### config.mk
export PLATFORM = sky130hd
export DESIGN_NAME = mul_share_arb
export DESIGN_NICKNAME = d
export VERILOG_FILES = /design/src/rtl/mul_arb_pkg.sv /design/src/rtl/mul_share_arb_rr_arbiter.sv /design/src/rtl/mul_share_arb.sv
export SDC_FILE = /design/constraint.sdc
export NUM_CORES = 1
export LEC_CHECK = 0
export ABC_AREA = 1
export CORE_MARGIN = 5
export CORE_UTILIZATION = 58
export CTS_CLUSTER_DIAMETER = 30
export DETAILED_ROUTE_END_ITERATION = 8
export DONT_BUFFER_PORTS = 1
export PLACE_DENSITY = 0.74
export SYNTH_ARGS = -nofsm -noshare
export SYNTH_HDL_FRONTEND = slang
export SYNTH_SLANG_ARGS = --single-unit
### constraint.sdc
create_clock -name clk -period 6.04 [get_ports clk]
set_input_delay 0 -clock clk [delete_from_list [all_inputs] [get_ports clk]]
set_output_delay 0 -clock clk [all_outputs]
set_load 0.005 [all_outputs]
### src/rtl/mul_arb_pkg.sv
// Shared types and sizing helpers for the multiplier-sharing arbiter.
// The package holds the FSM state encoding, the default sizes, and the
// index/tag width helpers that the top and arbiter use.
package mul_arb_pkg;

    typedef enum logic [2:0] {
        ST_IDLE     = 3'd0,
        ST_ISSUE    = 3'd1,
        ST_HOLD     = 3'd2,
        ST_WAIT_RES = 3'd3,
        ST_RELEASE  = 3'd4,
        ST_RETURN   = 3'd5
    } state_t;

    localparam int DEF_DATA_SIZE   = 16;
    localparam int DEF_ID_SIZE     = 8;
    localparam int DEF_N_REQ       = 4;
    localparam int DEF_WDOG_CYCLES = 64;

    // Client index width; a single client still needs one bit of index.
    function automatic int idx_width(input int n_req);
        return (n_req < 2) ? 1 : $clog2(n_req);
    endfunction

    // The multiplier ID is {tag, index}, so the tag gets whatever is left.
    function automatic int tag_width(input int id_size, input int n_req);
        return id_size - idx_width(n_req);
    endfunction

endpackage

### src/rtl/mul_share_arb_rr_arbiter.sv
// Combinational round-robin picker: returns the first requester strictly
// after the pointer, wrapping. The parent registers the result.
// N_REQ must be a power of two so the wrap is a plain truncation.
module rr_arbiter #(
    parameter int N_REQ = 4,
    parameter int IDX_W = 2
) (
    input  logic [N_REQ-1:0] i_req,
    input  logic [IDX_W-1:0] i_ptr,
    output logic [N_REQ-1:0] o_grant,
    output logic [IDX_W-1:0] o_idx,
    output logic             o_any
);

    logic [IDX_W-1:0] w_cand;

    // Scan ptr+1, ptr+2, ... ptr+N_REQ (wrapping) and keep the first hit.
    always_comb begin
        // NOTE: every variable gets a default before any conditional write, so no latch is inferred.
        o_grant = '0;
        o_idx   = '0;
        o_any   = 1'b0;
        w_cand  = '0;
        for (int k = 1; k <= N_REQ; k++) begin
            w_cand = i_ptr + IDX_W'(k);
            if (!o_any && i_req[w_cand]) begin
                o_any           = 1'b1;
                o_idx           = w_cand;
                o_grant[w_cand] = 1'b1;
            end
        end
    end

endmodule

### src/rtl/mul_share_arb.sv
// Round-robin arbiter that lends one shift-and-add multiplier to N_REQ
// clients, one operation in flight at a time.
// Optional feature: define MUL_ARB_WDOG_EN to add a WAIT_RES watchdog that
// raises a sticky wdog_err after WDOG_CYCLES cycles without a result.
module mul_share_arb
    import mul_arb_pkg::*;
#(
    parameter  int DATA_SIZE   = DEF_DATA_SIZE,
    parameter  int ID_SIZE     = DEF_ID_SIZE,
    parameter  int N_REQ       = DEF_N_REQ,
    parameter  int WDOG_CYCLES = DEF_WDOG_CYCLES,
    localparam int OP_W        = DATA_SIZE / 2,
    localparam int IDX_W       = idx_width(N_REQ),
    localparam int TAG_SIZE    = tag_width(ID_SIZE, N_REQ)
) (
    input  logic                        clk,
    input  logic                        rst_n,
    input  logic [N_REQ-1:0]            req_valid,
    output logic [N_REQ-1:0]            req_ready,
    input  logic [N_REQ*OP_W-1:0]       req_a,
    input  logic [N_REQ*OP_W-1:0]       req_b,
    input  logic [N_REQ*TAG_SIZE-1:0]   req_tag,
    output logic [N_REQ-1:0]            rsp_valid,
    input  logic [N_REQ-1:0]            rsp_ready,
    output logic [DATA_SIZE:0]          rsp_prod,
    output logic [TAG_SIZE-1:0]         rsp_tag,
    output logic [OP_W-1:0]             mul_a,
    output logic [OP_W-1:0]             mul_b,
    output logic [ID_SIZE-1:0]          mul_id,
    output logic                        mul_valid_data,
    input  logic                        mul_ready_data,
    output logic                        mul_ready_f_res,
    input  logic                        mul_valid_res,
    input  logic [DATA_SIZE+ID_SIZE:0]  mul_result,
    output logic                        mul_written,
    output logic                        wdog_err
);

    state_t                r_state;
    logic [IDX_W-1:0]      r_ptr;
    logic [IDX_W-1:0]      r_idx;
    logic [N_REQ-1:0]      r_grant;
    logic [OP_W-1:0]       r_a;
    logic [OP_W-1:0]       r_b;
    logic [TAG_SIZE-1:0]   r_tag;
    logic [DATA_SIZE:0]    r_prod;
    logic                  r_mul_valid;
    logic                  r_mul_written;
    logic [N_REQ-1:0]      r_rsp_valid;

    logic [N_REQ-1:0]      w_grant;
    logic [IDX_W-1:0]      w_idx;
    logic                  w_any;
    logic [OP_W-1:0]       w_a;
    logic [OP_W-1:0]       w_b;
    logic [TAG_SIZE-1:0]   w_tag;
    logic                  w_rsp_take;
    logic                  w_unused_ok;

    rr_arbiter #(
        .N_REQ (N_REQ),
        .IDX_W (IDX_W)
    ) u_rr (
        .i_req   (req_valid),
        .i_ptr   (r_ptr),
        .o_grant (w_grant),
        .o_idx   (w_idx),
        .o_any   (w_any)
    );

    assign w_a        = req_a[w_idx*OP_W +: OP_W];
    assign w_b        = req_b[w_idx*OP_W +: OP_W];
    assign w_tag      = req_tag[w_idx*TAG_SIZE +: TAG_SIZE];
    assign w_rsp_take = |(rsp_ready & r_grant);

    // The accept strobe is combinational so the client sees it in the grant cycle.
    assign req_ready       = (r_state == ST_IDLE) ? w_grant : '0;
    assign mul_ready_f_res = (r_state == ST_IDLE);
    assign mul_valid_data  = r_mul_valid;
    assign mul_written     = r_mul_written;
    assign rsp_valid       = r_rsp_valid;
    assign rsp_prod        = r_prod;
    assign rsp_tag         = r_tag;
    assign mul_a           = r_a;
    assign mul_b           = r_b;
    assign mul_id          = {r_tag, r_idx};

    // Only the index half of the returned ID is checked; the tag half is echoed from r_tag.
    assign w_unused_ok = ^{mul_result[DATA_SIZE+ID_SIZE:DATA_SIZE+1+IDX_W], WDOG_CYCLES[0]};

    // Transaction FSM: grant, issue, hold, wait, release, return.
    always_ff @(posedge clk or negedge rst_n) begin
        if (!rst_n) begin
            r_state       <= ST_IDLE;
            r_ptr         <= IDX_W'(N_REQ - 1);
            r_idx         <= '0;
            r_grant       <= '0;
            r_a           <= '0;
            r_b           <= '0;
            r_tag         <= '0;
            r_prod        <= '0;
            r_mul_valid   <= 1'b0;
            r_mul_written <= 1'b0;
            r_rsp_valid   <= '0;
        end else begin
            // NOTE: state flops use non-blocking assignment so all of them update together at the edge.
            case (r_state)
                ST_IDLE: begin
                    if (w_any) begin
                        r_a         <= w_a;
                        r_b         <= w_b;
                        r_tag       <= w_tag;
                        r_idx       <= w_idx;
                        r_grant     <= w_grant;
                        r_ptr       <= w_idx;
                        r_mul_valid <= 1'b1;
                        r_state     <= ST_ISSUE;
                    end
                end
                ST_ISSUE: begin
                    if (mul_ready_data) begin
                        r_mul_valid <= 1'b0;
                        r_state     <= ST_HOLD;
                    end
                end
                ST_HOLD: begin
                    // Operands stay put for the cycle the multiplier loads them.
                    r_state <= ST_WAIT_RES;
                end
                ST_WAIT_RES: begin
                    if (mul_valid_res) begin
                        r_prod        <= mul_result[DATA_SIZE:0];
                        r_mul_written <= 1'b1;
                        r_state       <= ST_RELEASE;
                    end
                end
                ST_RELEASE: begin
                    r_mul_written <= 1'b0;
                    r_rsp_valid   <= r_grant;
                    r_state       <= ST_RETURN;
                end
                ST_RETURN: begin
                    if (w_rsp_take) begin
                        r_rsp_valid <= '0;
                        r_state     <= ST_IDLE;
                    end
                end
                default: r_state <= ST_IDLE;
            endcase
        end
    end

`ifdef MUL_ARB_WDOG_EN
    localparam int WDOG_W = $clog2(WDOG_CYCLES + 1);

    logic [WDOG_W-1:0] r_wdog_cnt;
    logic              r_wdog_err;

    // Count idle WAIT_RES cycles; flag once the limit is hit and keep the flag.
    always_ff @(posedge clk or negedge rst_n) begin
        if (!rst_n) begin
            r_wdog_cnt <= '0;
            r_wdog_err <= 1'b0;
        end else if (r_state != ST_WAIT_RES) begin
            r_wdog_cnt <= '0;
        end else if (!mul_valid_res) begin
            if (r_wdog_cnt == WDOG_W'(WDOG_CYCLES - 1)) begin
                r_wdog_err <= 1'b1;
            end else begin
                r_wdog_cnt <= r_wdog_cnt + 1'b1;
            end
        end
    end

    assign wdog_err = r_wdog_err;
`else
    assign wdog_err = 1'b0;
`endif

    a_id_match: assert property (@(posedge clk) disable iff (!rst_n)
        (r_state == ST_WAIT_RES && mul_valid_res) |-> (mul_result[DATA_SIZE+1 +: IDX_W] == r_idx));
    a_ready_onehot: assert property (@(posedge clk) disable iff (!rst_n) $onehot0(req_ready));
    a_rsp_onehot:   assert property (@(posedge clk) disable iff (!rst_n) $onehot0(rsp_valid));
    a_exclusive:    assert property (@(posedge clk) disable iff (!rst_n) !((|req_ready) && (|rsp_valid)));

endmodule
---- Word-level counts from Yosys, hierarchy flattened ----
Cells that the tools add are included.
storage, ports and cells
  register bits after elaboration ......... 56
  bits of input ports ..................... 125
  output and inout bits ................... 59
  logic and storage cells ................. 101
cells by class
  add/subtract/negate cells ............... 3
  multipliers ............................. 1
  order comparisons ....................... 8
  equal/unequal tests ..................... 9
  shift operators ......................... 3
  mux-type cells .......................... 41
  bitwise gates (word level) .............. 4
  reductions and logical operators ........ 21
operator list
  kind                 count
  $shiftx 32x6->8      2
  $mux 4               6
  $shiftx 24x6->6      1
  $pmux 3 s6           1
  $mux 1               15
  $lt 2x3->1 const B   4
  $mux 3               4
  $or 4x4->4           3
  $bmux 1 s2           4
  $demux 1 s2          4
  $ge 2x1->1 const B   4
  $mux 2               4
  $pmux 4 s2           1
  $reduce_and 2->1     4
  $logic_and 1x1->1    7
  $eq 3x2->1 const B   2
  $eq 3x3->1 const B   2
  $ne 2x2->1 const B   3
  $reduce_bool 2->1    3
  $add 2x2->2 const B  2
  $and 4x4->4          1
  $mul 2x2->4 const B  1
  $pmux 1 s2           2
  $reduce_and 4->1     1
  other kinds (7)      9

---- Logic depth before layout (Yosys ltp) ----
  depth in word-level cells ............... 15
  gate-level depth with buffers ........... 15
  gate-level depth less buffers ........... 14

---- Cells and area by module ----
Synthesis repeated with hierarchy kept, for this count alone.
unflattened totals
  cell total of the unflattened synthesis .. 502
  area, all modules ....................... 3542.1 µm²
by module, submodules not included
  module         instances  cells each  area an instance (µm²)  seq. area each (µm²)
  mul_share_arb  1          428         3084.2                  1403.8
  rr_arbiter     1          74          457.9                   0.0

---- Worst setup path before layout ----
Ideal clock, no wire load.
  kind .................................... flip-flop to flip-flop
  start point ............................. register r_ptr[1]
  end point ............................... register r_tag[3] (netlist: rsp_tag[3])
  setup time .............................. 65 ps
  data arrival time ....................... 2256 ps
  required time ........................... 5975 ps
  path slack .............................. 3719 ps
  cell stages (with the launch flop) ...... 16
  buffers on the path ..................... 1
  period minus slack after synthesis ...... 2321 ps
  cell sequence ........................... dfstp_2 > inv_1 > ha_1 > inv_1 > nand2_2 > nand2_4 > nor2_4 > nand2_1 > nand2_2 > nand2_1 > o21ai_2 > buf_4 > nand3_1 > nand2_1 > nand2_1 > nand2_1
on the way
  cells in the longest elaborated chain, start to end .. 15
  elaborated cells between the ends (all ways) .. 28
  those cells by class .................... add/sub: 3; mul: 1; shift: 1; mux: 16; reduce/logical: 7
ends and longest elaborated chain
  what                          line                            source
  start, declared               mul_share_arb.sv:40             logic [IDX_W-1:0] r_ptr;
  start signal, assigned        mul_share_arb.sv:95             r_ptr <= IDX_W'(N_REQ - 1);
  start signal, assigned        mul_share_arb.sv:115            r_ptr <= w_idx;
  $add 2x1->2                   mul_share_arb_rr_arbiter.sv:25  w_cand = i_ptr + IDX_W'(k);
  $bmux 1 s2                    mul_share_arb_rr_arbiter.sv:26  if (!o_any && i_req[w_cand]) begin
  $mux 1 (implied by the code)  mul_share_arb_rr_arbiter.sv:26
  $mux 1                        mul_share_arb_rr_arbiter.sv:26
  $logic_not 1->1               mul_share_arb_rr_arbiter.sv:26
  $logic_and 1x1->1             mul_share_arb_rr_arbiter.sv:26
  $mux 1                        mul_share_arb_rr_arbiter.sv:26
  $logic_not 1->1               mul_share_arb_rr_arbiter.sv:26
  $logic_and 1x1->1             mul_share_arb_rr_arbiter.sv:26
  $mux 1                        mul_share_arb_rr_arbiter.sv:26
  $logic_not 1->1               mul_share_arb_rr_arbiter.sv:26
  $logic_and 1x1->1             mul_share_arb_rr_arbiter.sv:26
  $mux 2                        mul_share_arb_rr_arbiter.sv:26
  $mul 2x2->4                   mul_share_arb.sv:73             assign w_tag = req_tag[w_idx*TAG_SIZE +: TAG_SIZE];
  $shiftx 24x6->6               mul_share_arb.sv:73
  end signal, assigned          mul_share_arb.sv:112            r_tag <= w_tag;
  end, declared                 mul_share_arb.sv:45             logic [TAG_SIZE-1:0] r_tag;
Several ways; a longest one is shown, not always the timed one. The select of a mux whose other input is x is not followed.
A chain may end at the register's enable or synchronous reset.

---- Final worst setup path ----
  start point ............................. register r_ptr[0]
  end point ............................... register r_b[5] (netlist: mul_b[5])
on the way
  cells in the longest elaborated chain, start to end .. 14
  elaborated cells between the ends (all ways) .. 27
  those cells by class .................... add/sub: 3; shift: 1; mux: 16; reduce/logical: 7
ends and longest elaborated chain
  what                                                 line                            source
  $add 2x1->2                                          mul_share_arb_rr_arbiter.sv:25
  $bmux 1 s2                                           mul_share_arb_rr_arbiter.sv:26
  $mux 1 (implied by the code)                         mul_share_arb_rr_arbiter.sv:26
  $mux 1                                               mul_share_arb_rr_arbiter.sv:26
  $logic_not 1->1                                      mul_share_arb_rr_arbiter.sv:26
  $logic_and 1x1->1                                    mul_share_arb_rr_arbiter.sv:26
  $mux 1                                               mul_share_arb_rr_arbiter.sv:26
  $logic_not 1->1                                      mul_share_arb_rr_arbiter.sv:26
  $logic_and 1x1->1                                    mul_share_arb_rr_arbiter.sv:26
  $mux 1                                               mul_share_arb_rr_arbiter.sv:26
  $logic_not 1->1                                      mul_share_arb_rr_arbiter.sv:26
  $logic_and 1x1->1                                    mul_share_arb_rr_arbiter.sv:26
  $mux 2 or $mux 1 (tied branches)                     mul_share_arb_rr_arbiter.sv:26
  $shiftx 32x6->8 or $reduce_and 2->1 (tied branches)  n/a
  end signal, assigned                                 mul_share_arb.sv:111            r_b <= w_b;
  end, declared                                        mul_share_arb.sv:44             logic [OP_W-1:0] r_b;
Several ways; a longest one is shown, not always the timed one. The select of a mux whose other input is x is not followed.

==> metrics <==
status=completed; critical path start-end classification=flip-flop to flip-flop; Critical path buffers and inverters=4; worst slew pin tran=~1100 ps; aggregate global-route resource usage=0.244; residual DRC count=0; Net Sw Frac=0.522; via count=about 3600; gr ovfl total=0; cells along the critical path=inv_2 > ha_1 > inv_1 > nand2_1 > nand2_1 > o21ai_0 > nand2_1 > nand3_2 > nor2_1 > nand3b_1 > dlygate4sd3_1 > nand3_1 > dlygate4sd3_1; Power Dens Cells=669 nW/µm²; clock buffer depth=2; mux share of post-synthesis cell area=0.0503; clock skew=around 9 ps; total setup buffers inserted after CTS=0; worst skew pair latency=310 ps; required time of the worst setup path=about 6200 ps; Tot Pwr=0.00293 W; CP max FO=60; Initial DRC Count=125; share of cells above drive strength 1=0.0767; syn avg cell area=between 7 and 8 µm²; first-pass GRT wire length=around 17000 µm; syn nets=around 680; EDFF count, synth=0; Crit. End Element=flip-flop; Final ANT Viol Nets=0; Post-synth ARST share=1.00; cts repair resizes=0; post-synthesis xor/xnor area fraction=0; Final Critical Period=5350 ps; LEAKAGE=around 2.4 nW; grt met3 use=0.0686; CP most frequent cell=nand2_1; Synth area leader=dfrtp_1; Max IR drop VDD=0.000485 V; commonest cells after routing, fill and taps aside=nand2_1, inv_1, nand3_1; layer with the highest usage=met2; max-cap check violation count=0; final hold vios=0; synth unique cells=31; nets@finish=about 710; initial antenna violation count=0; clock root buffer=clkbuf_8; Largest delay share family, worst path=simple AND/OR/NAND/NOR gates; RSZ-0062 raised after global routing=no; Critical Path Slowest Stage Cell=nand3_2; wirelength, routed=between 10000 and 15000 µm; Post-Syn Instances=between 500 and 600; Ys Warns=0; area share of and/or/nand/nor cells after synthesis=0.359; Slew Limit Headroom=0.283; hold slack=3.15 ps; Critical Path AT=about 5600 ps; post-synthesis adder-cell area fraction=0.0263; cell count after placement=590; Comb power frac=0.669; clock power share=0.074; diodes inserted=0; FP Rows=29; CTS H-tree depth=2; count of pins over their slew limit=0; DP HPWL=6970 µm; post-synthesis compound-gate area fraction=0.0486; GP Congestion=roughly 0.90; initial core utilization=0.596; slowest stage delay, CP=1050 ps; WL/cell=~16 µm; FF+latch count, synth=between 50 and 60; drt pass-1 iters=4; Layout area overhead=15.1%; IO Count=between 150 and 200; largest family of logic cells by synthesized area=simple AND/OR/NAND/NOR gates; core area=roughly 6400 µm²; global routing usage on met2=0.445; register area share after synthesis=0.369; vias in the first global route=between 3000 and 4000; Reg power frac=0.257; Die ar.=~8300 µm²; clk slew on worst S/H paths=roughly 100 ps; Via density=about 5.6; Final setup violation count=0; final non-filler cell total=~650; Synth area leaders=dfrtp_1, nand2_1, inv_1; Final Cycle Share=0.886; Switch Pwr=0.00153 W; largest net degree at the start of global routing=between 60 and 70; CTS sink count=56; met1 usage=0.288; Hold Crit Class=input pin to flip-flop; synthesized area=3810 µm²; Primary FF master, synth=dfrtp_1; Die H=91.0 µm; internal power=approximately 0.0014 W; Die W=91.0 µm; final setup TNS=0 ps; Max Clock Freq=about 0.19 GHz; CTS tree=yes; Num CTS Buffers=5; top cell type's share of synthesized area=0.355; most common cell after layout, fill and taps aside=nand2_1; Port Buf Inserts=0; Worst setup SP type=flip-flop
-- per-layer routing --
metal  wire length (µm)  vias to the layer above
met4                159                        0
met2               5560                      153
met1               4040                     1701
met3                837                       15
li1                   -                     1752
met5                  0                        -
-- power groups by stage --
stage / registers [W] / logic (W) / clock network, W
floorplan: 0.000692 / 0.00152 / 0
global placement: 0.000753 / 0.00170 / 0
detailed placement: 0.000759 / 0.00174 / 0
CTS: 0.000754 / 0.00194 / 0.000219
global route: 0.000778 / 0.00221 / 0.000234
finish: 0.000755 / 0.00196 / 0.000216
-- synth_stat cells (all sizes together), types with 8 or more instances --
master  number
nor2        18
nand2      168
inv        103
dfrtp       54
o21ai       18
mux2        17
nand3b       8
ha           8
or2          8
buf         25
nand4       31
nand3       61
-- layout make-up --
| type | count | area [µm²] |
|---|---|---|
| Clock buffer | 5 | 68.8 |
| Clock inverter | 3 | 25.0 |
| Fill cell | 551 | 2000 |
| Inverter | 104 | 390 |
| Multi-Input combinational cell | 353 | 1850 |
| Sequential cell | 56 | 1400 |
| Tap cell | 77 | 96.3 |
| Timing Repair Buffer | 53 | 548 |
-- timing repair --
action,4_1_cts,5_1_grt
hold buffers,53,0
endpoints found under the hold margin,89,0
setup endpoints to repair,0,0
-- stage by stage --
step                       util  setup WS, ps  cell area (µm²)
after floorplan               -          3720             3810
after detailed placement  0.586          1780             3740
after CTS                 0.687           850             4390
after global placement    0.586          1860             3740
final                     0.687           688             4390
after global routing      0.687           355             4390
-- final timing paths --
kind                                        startpoint                      end  slack [ps]  depth (start not counted)
max in group asynchronous                        rst_n     r_ptr[1]$_DFFE_PN1P_        5510                          2
worst min-delay path                       req_tag[13]   rsp_tag[1]$_DFFE_PN0P_           3                          6
worst max-delay path              r_ptr[0]$_DFFE_PN1P_     mul_b[5]$_DFFE_PN0P_         690                         13
min in group asynchronous                        rst_n  rsp_prod[1]$_DFFE_PN0P_         240                          2
worst max register to register    r_ptr[0]$_DFFE_PN1P_     mul_b[5]$_DFFE_PN0P_         690                         13
worst min register to register  r_grant[1]$_DFFE_PN0P_   r_grant[1]$_DFFE_PN0P_         530                          2
-- kinds of logic (layout without fill, tap and decap cells) --
logic type	count (synthesis)	count (layout)
mux	17	17
fa+ha+maj	8	8
buf+inv	134	165
simple gates	296	296
other cells	1	1
flops	56	56
compound gates	31	31
-- state kept, by name, summed over array words and instances, names as in the netlist --
register	cells
mul_a	8
mul_b	8
r_ptr	2
r_idx	2
mul_valid_data	1
r_grant	4
mul_written	1
rsp_prod	17
rsp_valid	4
rsp_tag	6
r_state	3
-- tightest hold or removal path, delay by kind of cell --
family        cells  cell delay (ps)
buf+inv           1               40
simple gates      5              250
No activity file was read; power rests on OpenSTA's default activity.
